File: config.mk
export PLATFORM = sky130hd
export DESIGN_NAME = thermo_fine_encoder_flat
export DESIGN_NICKNAME = d
export VERILOG_FILES = /design/src/rtl/tdc_pkg.sv /design/src/rtl/thermo_fine_encoder_if.sv /design/src/rtl/thermo_fine_encoder_popcount_group.sv /design/src/rtl/thermo_fine_encoder.sv /design/src/flat_wrapper.sv
export SDC_FILE = /design/constraint.sdc
export NUM_CORES = 1
export LEC_CHECK = 0
export BUFFER_PORTS_ARGS = -buffer_cell sky130_fd_sc_hd__buf_2
export CORE_ASPECT_RATIO = 0.9
export CORE_MARGIN = 2
export CORE_UTILIZATION = 30
export CTS_CLUSTER_DIAMETER = 100
export DETAILED_ROUTE_END_ITERATION = 10
export PLACE_DENSITY_LB_ADDON = 0.25
export SYNTH_ARGS = -nofsm -noshare
export SYNTH_HDL_FRONTEND = slang
export SYNTH_SLANG_ARGS = --single-unit
File: constraint.sdc
create_clock -name CLK -period 7.2 [get_ports CLK]
set_input_delay 1.08 -clock CLK [delete_from_list [all_inputs] [get_ports CLK]]
set_output_delay 1.08 -clock CLK [all_outputs]
set_load 0.02 [all_outputs]
File: src/rtl/tdc_pkg.sv
// Shared constants and types for the TDC fine-time path.
package tdc_pkg;
  localparam int unsigned TDC_TAPS      = 128;
  localparam int unsigned TDC_FINE_W    = 7;
  localparam int unsigned TDC_GROUP_W   = 32;
  localparam int unsigned TDC_GRP_CNT_W = $clog2(TDC_GROUP_W + 1);
`ifdef THERMO_BUBBLE_FILTER_EN
  localparam int unsigned TDC_LATENCY   = 4;
`else
  localparam int unsigned TDC_LATENCY   = 3;
`endif

  typedef logic [TDC_FINE_W-1:0] fine_code_t;
endpackage

File: src/rtl/thermo_fine_encoder_if.sv
// Tap-vector input and fine-code result bundle of the thermometer encoder.
interface thermo_fine_encoder_if #(
  parameter int unsigned TAPS   = tdc_pkg::TDC_TAPS,
  parameter int unsigned FINE_W = tdc_pkg::TDC_FINE_W
);
  logic [TAPS-1:0]   taps;
  logic [FINE_W-1:0] fine_time;
  logic              fine_valid;
  logic              edge_pol;
  logic              fine_sat;

  modport master (output taps, input fine_time, fine_valid, edge_pol, fine_sat);
  modport slave  (input taps, output fine_time, fine_valid, edge_pol, fine_sat);
endinterface

File: src/rtl/thermo_fine_encoder_popcount_group.sv
// Registered count of bits in one 32-bit tap group that equal the reference tap.
module popcount_group
  import tdc_pkg::*;
(
  input  logic                     clk,
  input  logic                     rst,
  input  logic [TDC_GROUP_W-1:0]   bits,
  input  logic                     ref_bit,
  output logic [TDC_GRP_CNT_W-1:0] count
);
  logic [TDC_GRP_CNT_W-1:0] count_d;

  always_comb begin
    count_d = '0;
    for (int unsigned i = 0; i < TDC_GROUP_W; i++)
      count_d = count_d + TDC_GRP_CNT_W'(bits[i] == ref_bit);
  end

  always_ff @(posedge clk) begin
    if (rst) count <= '0;
    else     count <= count_d;
  end
endmodule

File: src/rtl/thermo_fine_encoder.sv
// Thermometer tap vector to fine-time code; optional majority bubble filter
// enabled with `define THERMO_BUBBLE_FILTER_EN (adds one pipeline stage).
module thermo_fine_encoder
  import tdc_pkg::*;
#(
  parameter int unsigned TAPS   = TDC_TAPS,
  parameter int unsigned FINE_W = TDC_FINE_W
) (
  input  logic                  CLK,
  input  logic                  RST,
  thermo_fine_encoder_if.slave  bus
);
  localparam int unsigned GROUPS = TAPS / TDC_GROUP_W;
  localparam int unsigned CNT_W  = $clog2(TAPS + 1);

  logic [TAPS-1:0] s1_taps;
  logic            s1_evt, s1_pol;
  logic            prev_tap0, prev_ok;

  always_ff @(posedge CLK) begin
    if (RST) begin
      s1_taps   <= '0;
      s1_evt    <= 1'b0;
      s1_pol    <= 1'b0;
      prev_tap0 <= 1'b0;
      prev_ok   <= 1'b0;
    end else begin
      s1_taps   <= bus.taps;
      s1_evt    <= prev_ok && (bus.taps[0] != prev_tap0);
      s1_pol    <= bus.taps[0];
      prev_tap0 <= bus.taps[0];
      prev_ok   <= 1'b1;
    end
  end

  logic [TAPS-1:0] c_taps;
  logic            c_evt, c_pol;

`ifdef THERMO_BUBBLE_FILTER_EN
  logic [TAPS-1:0] filt, sf_taps;
  logic            sf_evt, sf_pol;

  // End taps pass through; tap 0 stays raw so the match reference is unfiltered.
  always_comb begin
    filt = s1_taps;
    for (int unsigned i = 1; i < TAPS - 1; i++)
      filt[i] = (s1_taps[i-1] & s1_taps[i]) | (s1_taps[i] & s1_taps[i+1]) |
                (s1_taps[i-1] & s1_taps[i+1]);
  end

  always_ff @(posedge CLK) begin
    if (RST) begin
      sf_taps <= '0;
      sf_evt  <= 1'b0;
      sf_pol  <= 1'b0;
    end else begin
      sf_taps <= filt;
      sf_evt  <= s1_evt;
      sf_pol  <= s1_pol;
    end
  end

  assign c_taps = sf_taps;
  assign c_evt  = sf_evt;
  assign c_pol  = sf_pol;
`else
  assign c_taps = s1_taps;
  assign c_evt  = s1_evt;
  assign c_pol  = s1_pol;
`endif

  logic [TDC_GRP_CNT_W-1:0] grp_cnt [GROUPS];
  logic                     s2_evt, s2_pol;

  for (genvar g = 0; g < GROUPS; g++) begin : g_grp
    popcount_group u_grp (
      .clk     (CLK),
      .rst     (RST),
      .bits    (c_taps[g*TDC_GROUP_W +: TDC_GROUP_W]),
      .ref_bit (c_taps[0]),
      .count   (grp_cnt[g])
    );
  end

  always_ff @(posedge CLK) begin
    if (RST) begin
      s2_evt <= 1'b0;
      s2_pol <= 1'b0;
    end else begin
      s2_evt <= c_evt;
      s2_pol <= c_pol;
    end
  end

  logic [CNT_W-1:0] count_sum;

  always_comb begin
    count_sum = '0;
    for (int unsigned g = 0; g < GROUPS; g++)
      count_sum = count_sum + CNT_W'(grp_cnt[g]);
  end

  logic [FINE_W-1:0] fine_time_q;
  logic              fine_valid_q, edge_pol_q, fine_sat_q;

  always_ff @(posedge CLK) begin
    if (RST) begin
      fine_time_q  <= '0;
      fine_valid_q <= 1'b0;
      edge_pol_q   <= 1'b0;
      fine_sat_q   <= 1'b0;
    end else begin
      fine_valid_q <= s2_evt;
      if (s2_evt) begin
        fine_time_q <= FINE_W'(count_sum - CNT_W'(1));
        edge_pol_q  <= s2_pol;
        fine_sat_q  <= (count_sum == CNT_W'(TAPS));
      end
    end
  end

  assign bus.fine_time  = fine_time_q;
  assign bus.fine_valid = fine_valid_q;
  assign bus.edge_pol   = edge_pol_q;
  assign bus.fine_sat   = fine_sat_q;
endmodule

File: src/flat_wrapper.sv
// flat-port wrapper written by rule: the top's interface ports become plain ports
module thermo_fine_encoder_flat import tdc_pkg::*;
#(
  parameter int unsigned TAPS   = TDC_TAPS,
  parameter int unsigned FINE_W = TDC_FINE_W
)
  (CLK, RST, bus_taps, bus_fine_time, bus_fine_valid, bus_edge_pol, bus_fine_sat);
  thermo_fine_encoder_if #(.TAPS(TAPS), .FINE_W(FINE_W)) bus_i ();
  input  logic CLK;
  input  logic RST;
  input wire logic [$bits(bus_i.taps)-1:0] bus_taps;
  output wire logic [$bits(bus_i.fine_time)-1:0] bus_fine_time;
  output wire logic [$bits(bus_i.fine_valid)-1:0] bus_fine_valid;
  output wire logic [$bits(bus_i.edge_pol)-1:0] bus_edge_pol;
  output wire logic [$bits(bus_i.fine_sat)-1:0] bus_fine_sat;
  assign bus_i.taps = bus_taps;
  assign bus_fine_time = bus_i.fine_time;
  assign bus_fine_valid = bus_i.fine_valid;
  assign bus_edge_pol = bus_i.edge_pol;
  assign bus_fine_sat = bus_i.fine_sat;
  thermo_fine_encoder #(.TAPS(TAPS), .FINE_W(FINE_W)) u_core (.CLK(CLK), .RST(RST), .bus(bus_i));
endmodule
==> summary by stage, run 1 <==
Synthesis
Yosys printed 0 warnings. The cell area that synthesis handed to floorplanning was approximately 9400 um2. The number of distinct library cells after synthesis is 37.

Counting flops with a built-in enable in the synthesized netlist gives 0. A synthesized cell averages between 10 and 15 um2. The number of nets handed over by synthesis was 1140. The post-synthesis register bit count is around 170. The biggest area contributor in the post-synthesis netlist is sky130_fd_sc_hd__dfxtp_1. The portion of the post-synthesis area used by sequential elements is approximately 35%. The top flip-flop cell by instance count after synthesis is sky130_fd_sc_hd__dfxtp_1. The synthesized instance count is approximately 860. For this run, asynchronously set or reset flops after synthesis account for 0%.

By area the synthesized netlist is led by sky130_fd_sc_hd__dfxtp_1 (35%), sky130_fd_sc_hd__fa_1 (22%), sky130_fd_sc_hd__nor2b_1 (9.7%). The synthesized design devotes to its leading area cell type about 35% of total area.

Placement
After legalization and detailed placement, the total HPWL measured between 10000 and 15000 um. The weighted congestion at the end of routability-driven global placement is between 0.7 and 0.8. The number of I/O port buffers is 139.

Setup path
STA puts the critical path data required time at 7470 ps. The worst path arrival time is a little under 6000 ps. The element type at the critical path end is a flip-flop.

The launching element type of the critical path is a flip-flop. The biggest fanout along the worst timing path is 28. The minimum setup slack among reg-to-reg paths is approximately 1500 ps. The class of the most critical setup path is reg2reg.

Floorplan
Row generation in the floorplan step produced slightly above 60 rows. For this design the top-level I/O count stands at 140. Measured along the x axis, the die boundary spans ~190 um. The floorplan step defined a core boundary enclosing just over 30000 um2. The area of the die is approximately 33000 um2. The initial utilization of the core area, before any placement, comes to ~30%. The die is about 170 um tall.

CTS
Counting along the longest clock path gives a buffer depth of 2. The root buffer cell chosen for the clock tree is sky130_fd_sc_hd__clkbuf_16. TritonCTS built the clock tree. The number of gates resized after CTS is 0. The number of H-tree levels is 4.

Clock-pin slew was measured on the worst setup and hold paths at about 60 ps. Hold repair after CTS inserted 0 buffers. The total clock buffers created by CTS is 17. The later pin in the worst-skew pair is clocked with a latency of 420 ps. The number of buffers inserted to repair setup after CTS is 0. The clock net sink count is between 150 and 200.

Drt
The via total after detailed routing is 5459. Dividing the detail-routed wire length by the instance count gives 11.6 um. Wires add up to roughly 16000 um.

The number of detailed-route iterations in the first pass is 4. The detailed-route DRC error count is 0. For this block, the initial DRC count from the detailed router was 154. The remaining antenna violation count is 0. The via density per instance is 3.85.

Global route
Across every metal layer, demand over resource in global routing totals between 10% and 20%. The via count of the first global-routing pass was ~6000. The initial antenna violation count was 0.

The wire length of the first global-routing pass is 28200 um. The remaining global-route overflow is 0. The maximum number of pins on one net before global-route repair is slightly below 100.

Timing
The timing-limited maximum frequency is between 0.15 and 0.2 GHz. At the pin with the least slew margin, the transition time is 892 ps. Setup repair after global routing left no endpoint under its margin. The count of pins over their slew limit was 0.

Of the available clock period, the critical path in the final layout requires between 70% and 80%. The routed design could run at a clock period as short as roughly 5700 ps. The number of setup violations in the final report is 0. In this run the tightest slew margin relative to its limit is approximately 40%. The final total negative setup slack is 0 ps. The number of failing hold endpoints at the final stage is 0. The clock skew is around 7.9 ps.

Outcome
The flow ran to the end, and the final reports show no timing, DRC or antenna violations.

Final layout
Cells with a size suffix above 1 make up around 19% of the layout. The number of diodes added for antenna fixing is 0. The post-layout net count is 1271. Compared with the post-synthesis result, the final layout area differs by 17.9%.

Min path
The path type of the worst min-delay path is reg2reg.

Flow run
The max-cap violation count is 0.
## sequential cells by signal, indices dropped and copies added, names as in the netlist
signal	cells
u_core.bus.edge_pol	1
u_core.bus.fine_sat	1
u_core.bus.fine_time	7
u_core.bus.fine_valid	1
u_core.c_evt	1
u_core.c_taps	128
u_core.g_grp.u_grp.count	24
u_core.prev_ok	1
u_core.s2_evt	1
u_core.s2_pol	1
## cells in the mapped netlist (4+ instances only)
| library cell | number |
|---|---|
| sky130_fd_sc_hd__a21o_1 | 10 |
| sky130_fd_sc_hd__o211a_1 | 4 |
| sky130_fd_sc_hd__nor3_1 | 4 |
| sky130_fd_sc_hd__inv_1 | 140 |
| sky130_fd_sc_hd__clkbuf_1 | 19 |
| sky130_fd_sc_hd__nor2b_1 | 145 |
| sky130_fd_sc_hd__xnor2_1 | 52 |
| sky130_fd_sc_hd__xor2_1 | 93 |
| sky130_fd_sc_hd__dfxtp_1 | 166 |
| sky130_fd_sc_hd__buf_2 | 13 |
| sky130_fd_sc_hd__nor2_1 | 23 |
| sky130_fd_sc_hd__fa_1 | 103 |
| sky130_fd_sc_hd__a21oi_1 | 14 |
| sky130_fd_sc_hd__ha_1 | 43 |
## critical path: stages (launching register included)
cell and delay [ps]:
sky130_fd_sc_hd__dfxtp_4 560, sky130_fd_sc_hd__buf_4 450, sky130_fd_sc_hd__xnor2_1 170, sky130_fd_sc_hd__fa_1 550, sky130_fd_sc_hd__inv_1 50, sky130_fd_sc_hd__fa_1 540, sky130_fd_sc_hd__fa_1 460, sky130_fd_sc_hd__fa_1 520
sky130_fd_sc_hd__fa_1 510, sky130_fd_sc_hd__fa_1 540, sky130_fd_sc_hd__inv_1 40, sky130_fd_sc_hd__ha_1 210, sky130_fd_sc_hd__fa_1 400, sky130_fd_sc_hd__a21o_1 170, sky130_fd_sc_hd__a21oi_1 160, sky130_fd_sc_hd__xor2_1 150
sky130_fd_sc_hd__nor2_1 50
## per-stage QoR
stage          setup WS (ps)  area (um2)  utilization (%)  hold WS [ps]  instances
4_1_cts                 1460       11100             35.9           442       1417
2_1_floorplan           1730        9380                -           414        864
5_1_grt                 1180       11100             35.9           469       1417
3_3_place_gp            1580       10500             34.1           432       1385
6_report                1510       11100             35.9           438       1417
3_5_place_dp            1480       10500             34.1           427       1385
## kinds of logic after synthesis
kind of cell / synth area share, %
flip-flops: 35.4
XOR/XNOR: 14.0
buffers and inverters: 7.10
AO/OA/AOI/OAI: 3.86
multiplexers: 0.320
adder cells (fa/ha/maj): 27.7
AND/OR/NAND/NOR: 11.6
## worst paths after layout
| kind | cells past startpoint | end | startpoint |
|---|---|---|---|
| setup / recovery | 16 | u_core.g_grp[0].u_grp.count[4] | u_core.c_taps[0] |
| hold / removal | 1 | u_core.s2_evt | u_core.c_evt |
| setup reg to reg | 16 | u_core.g_grp[0].u_grp.count[4] | u_core.c_taps[0] |
| hold reg to reg | 1 | u_core.s2_evt | u_core.c_evt |
## cells in the final DEF (no fill, tap or decap), drive strengths merged, types with 2 or more instances in the layout
cell and n:
and3 2, clkbuf 20, a21oi 15, o21bai 2, mux2i 3, fa 103
a21o 10, nor3 4, buf 145, xnor2 52, inv 145, ha 43
o21ai 3, a2111oi 2, dfxtp 166, xor2 94, nand2b 2, o211a 4
nor2b 145, a211oi 6, nor2 24, clkinv 7, nand2 2
## routing by layer
layer	global-route usage (%)	share of wire, %	vias up
met5	0	0	-
met1	14.3	49	2545
met4	3.13	0.74	0
met3	2.61	3.4	5
li1	-	-	2833
met2	18.0	47	76
## layout make-up
class / count / area [um2]
clock buffers: 20 / 457
clock inverters: 12 / 93.8
fillers: 3158 / 19800
inverters: 140 / 526
multi-input cells: 525 / 5390
flip-flops and latches: 166 / 3330
well taps: 409 / 512
repair buffers: 145 / 756
Power of run 1 is not shown: default switching activity piles up to over one toggle a cycle in this logic, so the estimate is an artifact.
==> run 2, diff against run 1 <==
ABC_AREA = 1   (was unset)
clock period = 5.8 ns   (was 7.2 ns; I/O delays follow)
==> summary by stage, run 2 <==
Final layout
The register with the most flip-flops in the layout has ~130 of them. The post-layout net count is 1480. The most common cell after layout, fill and taps aside is sky130_fd_sc_hd__inv_1.

The area of combinational cells with multiple inputs is roughly 5000 um2. The layout filler cell count is approximately 3400. The library cells used most frequently in the layout, excluding fill and tap cells, are sky130_fd_sc_hd__inv_1 (295), sky130_fd_sc_hd__nor2_1 (167), sky130_fd_sc_hd__dfxtp_1 (165), sky130_fd_sc_hd__buf_2 (138), sky130_fd_sc_hd__fa_1 (103). The share of final-layout standard cells stronger than drive strength 1 is between 10% and 20%.

The combined flip-flop and latch cell area is approximately 3300 um2. Relative to the synthesized area, the layout overhead comes to 17.8%.

Outcome
The run finished with clean final reports.

Drt
The average wire per standard cell is around 11 um. For this block, the via count after detailed routing is 6275. The detailed-route DRC error count is 0. In this run, the number of DRC markers left after iteration 0 of detailed routing was between 100 and 150. In this run the remaining antenna-violating nets after routing total 0. The total wire length after detailed routing is 17200 um. The first TritonRoute pass finished after 4 iterations. Dividing the detail-routed via count by the number of cells gives 3.84.

Timing
Setup violations remaining at the end of the flow were counted as 0. For the finished layout, the period the worst path requires is about 5400 ps. The part of the cycle the worst path needs is between 90 and 100%. For the final database, setup skew stands at 8.60 ps. The count of pins over their slew limit is 0. The number of failing hold endpoints at the final stage came to 0. Setup repair after global routing left no endpoint under its margin.

The transition at the pin with the smallest max-transition slack is approximately 750 ps. Summed over all failing endpoints, the final setup total negative slack is 0 ps. The relative max-transition margin is between 40 and 50%. The final critical-path setup slack is approximately 430 ps. Static timing analysis puts the maximum clock frequency at between 0.15 and 0.2 GHz.

Synthesis
The synthesized area per cell is around 9 um2. The synthesized design spends more area on one cell type than any other, namely sky130_fd_sc_hd__dfxtp_1. The fraction of registers with async set/reset is 0%. The number of enable-type register cells in the synthesized netlist is 0.

The top flip-flop cell by instance count after synthesis is sky130_fd_sc_hd__dfxtp_1. The number of different library cells used by synthesis comes to 30. Yosys attributes the largest share of cell area to sky130_fd_sc_hd__dfxtp_1 (34%), sky130_fd_sc_hd__fa_1 (21%), sky130_fd_sc_hd__inv_1 (11%). Sequential elements use approximately a third of the synthesized area. The share of Yosys cell area claimed by the top area cell type is 34.4%. The yosys synthesis warning count is 0. The post-synthesis register bit count is ~170.

The most common cell in the synthesized netlist is sky130_fd_sc_hd__inv_1. The synthesized netlist net count is approximately 1400. The post-synthesis cell area is ~9700 um2. The synthesized instance count is between 1000 and 1500. In the synthesized netlist, the cells that appear most often are sky130_fd_sc_hd__inv_1 (295), sky130_fd_sc_hd__nor2_1 (167), sky130_fd_sc_hd__dfxtp_1 (166).

Setup path
The element type at the critical path end is a flip-flop. The launching element type of the critical path is a flip-flop. The startpoint of the most critical register-to-register path is u_core.c_taps[0]. The worst setup path is of the reg2reg kind. Of all nets on the critical path, the largest fanout is 54. Data on the critical path is required at its endpoint by approximately 6000 ps. At the worst endpoint, the arrival time is around 5700 ps. The most critical setup path has its startpoint at u_core.c_taps[0].

Min path
In this run the most critical hold path is launched from u_core.c_evt. The path class of the tightest hold or removal check is reg2reg.

CTS
The total clock buffers created by CTS is 17. CTS saw ~170 sinks. The number of buffers added to fix hold violations after cts is 0.

Gates resized during post-CTS repair numbered 0. The number of H-tree levels is 4. The clock latency of the later-clocked register in the worst-skew pair is 430 ps. The cell sitting at the root of the clock tree is a sky130_fd_sc_hd__clkbuf_16. No sink is reached through more buffers than the 2 on the longest clock path. After clock tree synthesis, the clock-pin slew on the worst setup and hold paths is 70 ps.

The clock tree from TritonCTS is built. The number of buffers inserted to repair setup after CTS is 0.

Placement
The weighted congestion at the end of routability-driven global placement is approximately 0.77. The estimated wirelength of the detail-placed design is 13600 um. The worst slack at placement is 398 ps. Input and output buffers added on the ports amount to about 140.

Floorplan
After floorplanning, the core was divided into between 60 and 70 placement rows. In this run the vertical extent of the chip is ~170 um. The width of the chip is 193 um. For this configuration, the core starts out at a cell density of 30.3%. The total area inside the core boundary comes to roughly 32000 um2. In this run the count of I/O pins placed on the die edge is 140. The die covers around 34000 um2.

Global route
The first global-routing pass estimated 30100 um of wire. The via count of the first global-routing pass came to 6673. The global routing usage summed across all routing layers is approximately 11%.

The initial antenna violation count is 1. For this run the aggregate overflow at the end of global routing stands at 0. Entering global routing, the biggest net connects 80 pins.

Flow run
The tool flagged a number of max-cap violations equal to 0.
run 2: worst max-delay path, cell delays in order (launching register included):
cell                      delay (ps)
sky130_fd_sc_hd__dfxtp_4         450
sky130_fd_sc_hd__buf_12          330
sky130_fd_sc_hd__xor2_1          230
sky130_fd_sc_hd__fa_1            470
sky130_fd_sc_hd__fa_1            560
sky130_fd_sc_hd__inv_1            60
sky130_fd_sc_hd__fa_1            510
sky130_fd_sc_hd__fa_1            520
sky130_fd_sc_hd__fa_1            520
sky130_fd_sc_hd__fa_1            560
sky130_fd_sc_hd__ha_1            160
sky130_fd_sc_hd__inv_1            50
sky130_fd_sc_hd__fa_1            350
sky130_fd_sc_hd__inv_1            90
sky130_fd_sc_hd__nand2_1          50
sky130_fd_sc_hd__nand2_1          50
sky130_fd_sc_hd__a21oi_1          70
sky130_fd_sc_hd__o21ai_0         150
sky130_fd_sc_hd__a21oi_1          60
run 2: logic make-up after synthesis:
family / Yosys count / synth area share (%)
AO/OA/AOI/OAI: 49 / 2.75
adder cells (fa/ha/maj): 146 / 26.9
AND/OR/NAND/NOR: 249 / 10.5
flip-flops: 166 / 34.4
buffers and inverters: 333 / 13.5
XOR/XNOR: 131 / 11.9
run 2: cell type report:
cell class / count / share of cell area (%)
timing repair buffer: 145 / 6.76
antenna: 1 / 0.0220
sequential: 166 / 29.3
inverter: 299 / 9.87
multi-input combinational: 575 / 44.2
tap: 416 / 4.58
clock buffer: 18 / 3.86
clock inverter: 14 / 1.46
run 2: metal layers:
layer | wire length, um | up-vias | GRT usage, %
met3 | 627 | 11 | 2.73
met1 | 8100 | 2877 | 14.4
li1 | - | 3302 | -
met2 | 8300 | 85 | 18.8
met4 | 200 | 0 | 3.72
met5 | 0 | - | 0
run 2: final timing paths:
kind,cells after the start,slack (ps),end
min reg2reg,2,430,u_core.s2_evt
max reg2reg,18,430,u_core.g_grp[2].u_grp.count[4]
max,18,430,u_core.g_grp[2].u_grp.count[4]
min,2,430,u_core.s2_evt
run 2: through the flow:
| stage | instance area, um2 | util (%) | std cells | hold slack [ps] |
|---|---|---|---|---|
| finish | 11400 | 35.8 | 1634 | 428 |
| global route | 11400 | 35.8 | 1634 | 455 |
| global placement | 10800 | 33.8 | 1601 | 438 |
| CTS | 11400 | 35.7 | 1633 | 439 |
| detailed placement | 10800 | 33.8 | 1601 | 431 |
| floorplan | 9650 | - | 1074 | 388 |
Power of run 2 is left out for the same reason.
==> run 3, diff against run 2 <==
PLACE_DENSITY = 0.52   (was unset)
PLACE_DENSITY_LB_ADDON = unset   (was 0.25)
REMOVE_ABC_BUFFERS = 1   (was unset)
SYNTH_HIERARCHICAL = 1   (was unset)
==> summary by stage, run 3 <==
Outcome
The run finished with clean final reports.

Timing
The clock skew is 6.23 ps. At the pin with the least slew margin, the transition time is ~820 ps. Counting I/O delays and the setup requirement, the final critical path takes roughly 5300 ps. The count of pins over their slew limit is 0. Setup repair after global routing left no endpoint under its margin. The number of failing hold endpoints at the final stage is 0. The timing-limited maximum frequency is 0.187 GHz. The worst hold margin is about 400 ps.

The part of the cycle the worst path needs is about nine tenths. The relative max-transition margin is a little under half. Setup violations remaining at the end of the flow were counted as 0.

Drt
The average wire per standard cell is 9.96 um. The via density per instance is approximately 3.8. The number of DRC violations after detailed-routing iteration 0 is 162.

For this run, design rule violations remaining after detail routing come to 0. The remaining antenna violation count is 0. The pre-antenna-repair detailed-routing pass consisted of 4 iterations. Across all layers, the routed design uses around 6600 vias. The routed design has approximately 17000 um of wire.

CTS
The number of setup buffers added after CTS is 0. After clock tree synthesis, the clock-pin slew on the worst setup and hold paths is ~70 ps. The number of gates resized after CTS is 0. Counting every sink on the clock net gives 166. The number of buffers added to fix hold violations after cts is 0. The total clock buffers created by CTS is 17.

The clock tree from TritonCTS is built. The clock latency of the later-clocked register in the worst-skew pair is 440 ps. The cell at the root of the clock tree is sky130_fd_sc_hd__clkbuf_16.

In this run the deepest clock path goes through 2 buffers. The number of H-tree levels is 4.

Setup path
At the worst endpoint, the required time is between 6000 and 7000 ps. Traced cell by cell, the critical path runs through buf_12, buf_4, xor2_1, fa_1, fa_1, inv_1, fa_1, inv_1, fa_1, fa_1, fa_1, inv_1, ha_1, inv_1, fa_1, inv_1, nand2_1, nand2_1, nand3_2, nand2_1, nor2_1. The critical path in this run is classified as reg2reg.

The launching element type of the critical path is a flip-flop. The number of buffers and inverters on the critical path is 7. The kind of cell with the highest combined delay on the critical path is adder cells.

Along the worst path, the maximum fanout reaches 37. The most numerous cell type found on the critical path is sky130_fd_sc_hd__fa_1. The critical path's largest stage delay is 540 ps. The slowest cell on the critical path is sky130_fd_sc_hd__fa_1. The element type at the critical path end is a flip-flop. The worst path arrival time is 5660 ps.

Synthesis
The top flip-flop cell by instance count after synthesis is sky130_fd_sc_hd__dfxtp_1. sky130_fd_sc_hd__dfxtp_1 takes more of the synthesized area than any other cell. In the synthesized netlist, the number of instances is between 1000 and 1500. By area the synthesized netlist is led by sky130_fd_sc_hd__dfxtp_1 (32%), sky130_fd_sc_hd__fa_1 (22%), sky130_fd_sc_hd__inv_1 (12%). After synthesis the netlist holds a flip-flop and latch count of approximately 170. Yosys printed 6 warnings. The synthesized area per cell is 9.00 um2.

sky130_fd_sc_hd__inv_1 is the most common cell in the netlist. For this run, the register share of the synthesized area comes to roughly a third. The top cell type by area accounts for 32.4% of the synthesized area. The netlist uses 27 different library cells. Sorting the synthesized cells by how often they occur yields sky130_fd_sc_hd__inv_1 (335), sky130_fd_sc_hd__nor2_1 (169), sky130_fd_sc_hd__dfxtp_1 (166). The post-synthesis cell area is 10300 um2. Yosys mapped a number of flops with a built-in enable equal to 0.

Counting flops with an async set or reset pin after synthesis yields a share of 0%.

Floorplan
The initial utilization of the core area, before any placement, comes to a little under a third. The row count is 64. The width of the chip is approximately 200 um. The count of boundary I/O pins is 140.

The die covers between 30000 and 40000 um2. The overall die height is around 180 um. The area inside the core boundary is between 30000 and 40000 um2.

Placement
Buffers placed on the I/O ports in this run total about 140. The placed instances occupy a cell area of 11400 um2. The weighted congestion at the end of routability-driven global placement is just under 0.8. In this run, placement finished with an instance count of 1718. The estimated wirelength of the detail-placed design is 13900 um.

Final layout
The layout filler cell count is 3564. The top cell types in the final layout, fill and taps aside, are sky130_fd_sc_hd__inv_1 (335), sky130_fd_sc_hd__nor2_1 (169), sky130_fd_sc_hd__dfxtp_1 (165), sky130_fd_sc_hd__buf_2 (138), sky130_fd_sc_hd__fa_1 (112). The share of final-layout standard cells stronger than drive strength 1 is 14.8%. The most common cell after layout, fill and taps aside is sky130_fd_sc_hd__inv_1. After the flow finishes, the layout carries non-filler instances totaling ~1800. The repair_antennas step left the layout with diodes totalling 0.

The post-route standard cell area excluding fillers is roughly 12000 um2. From synthesis to final layout, the design area changed by 16.6%. The number of flip-flops in the largest register is 128. The final layout contains approximately 1600 nets.

Min path
The tightest min-delay check is of the reg2reg type.

Global route
Entering global routing, the biggest net connects 80 pins. The global routing usage on met3 is 2.80%. The busiest metal layer after global routing is met2. The remaining global-route overflow is 0. The met2 track utilization from global routing is between 15 and 20%. The via count of the first global-routing pass is 6909. The initial antenna violation count was 0.

The met1 track demand over resource is around 14%. The global routing usage summed across all routing layers is between 10% and 20%. The wire length of the first global-routing pass is 30700 um.

Flow run
The max-cap violation count is 0.
-- run 3: changes by cell type in the layout (fill, tap and decap cells not counted), sizes merged, moves of 4 or more --
cell,change
nand2,+15
nand3,+4
ha,+14
xor2,-6
inv,+40
a21oi,+7
clkinv,-5
fa,+9
o21ai,-17
-- run 3: path summary, 6_finish.rpt --
path                         start                              to  slack, ps  depth (start not counted)
setup / recovery  u_core/c_taps[0]  u_core/g_grp[1].u_grp/count[4]        470                         21
hold / removal        u_core/c_evt                   u_core/s2_evt        400                          2
setup reg to reg  u_core/c_taps[0]  u_core/g_grp[1].u_grp/count[4]        470                         21
hold reg to reg       u_core/c_evt                   u_core/s2_evt        400                          2
-- run 3: routing by layer --
metal  vias to the layer above  share of wire (%)  routed length (um)
li1                       3467                  -                   -
met1                      3049                 49                8470
met2                        74                 47                8130
met3                         9                3.6                 626
met4                         0                1.2                 212
met5                         -                  0                   0
-- run 3: cell families after synthesis --
| kind of cell | count (synthesis) | synth area share, % |
|---|---|---|
| xor gates and xnor gates | 128 | 10.9 |
| DFF | 166 | 32.4 |
| and+or+nand+nor | 272 | 10.8 |
| buffers and inverters | 368 | 15.1 |
| AOI/OAI and AO/OA | 38 | 2.02 |
| adders and majority gates | 169 | 28.8 |
-- run 3: worst min-delay path, cell delays in order (launching register included) --
cell and delay, ps:
sky130_fd_sc_hd__dfxtp_1 300, sky130_fd_sc_hd__inv_1 40, sky130_fd_sc_hd__nor2_1 30
-- run 3: per-stage QoR --
| stage | setup slack, ps | TNS, ps | utilization [%] |
|---|---|---|---|
| detailed placement | 424 | 0 | 33.5 |
| finish | 466 | 0 | 35.3 |
| global placement | 532 | 0 | 33.5 |
| floorplan | -3340 | -75180 | - |
| global route | 136 | 0 | 35.3 |
| CTS | 418 | 0 | 35.3 |
-- run 3: area by class of cell --
class | instances | area [um2] | share of cell area, %
Multi-Input combinational cell | 607 | 5400 | 45.1
Clock inverter | 13 | 155 | 1.30
Clock buffer | 19 | 453 | 3.78
Sequential cell | 166 | 3330 | 27.8
Inverter | 335 | 1260 | 10.5
Timing Repair Buffer | 148 | 803 | 6.71
Tap cell | 462 | 578 | 4.83
Power of run 3 is left out for the same reason.
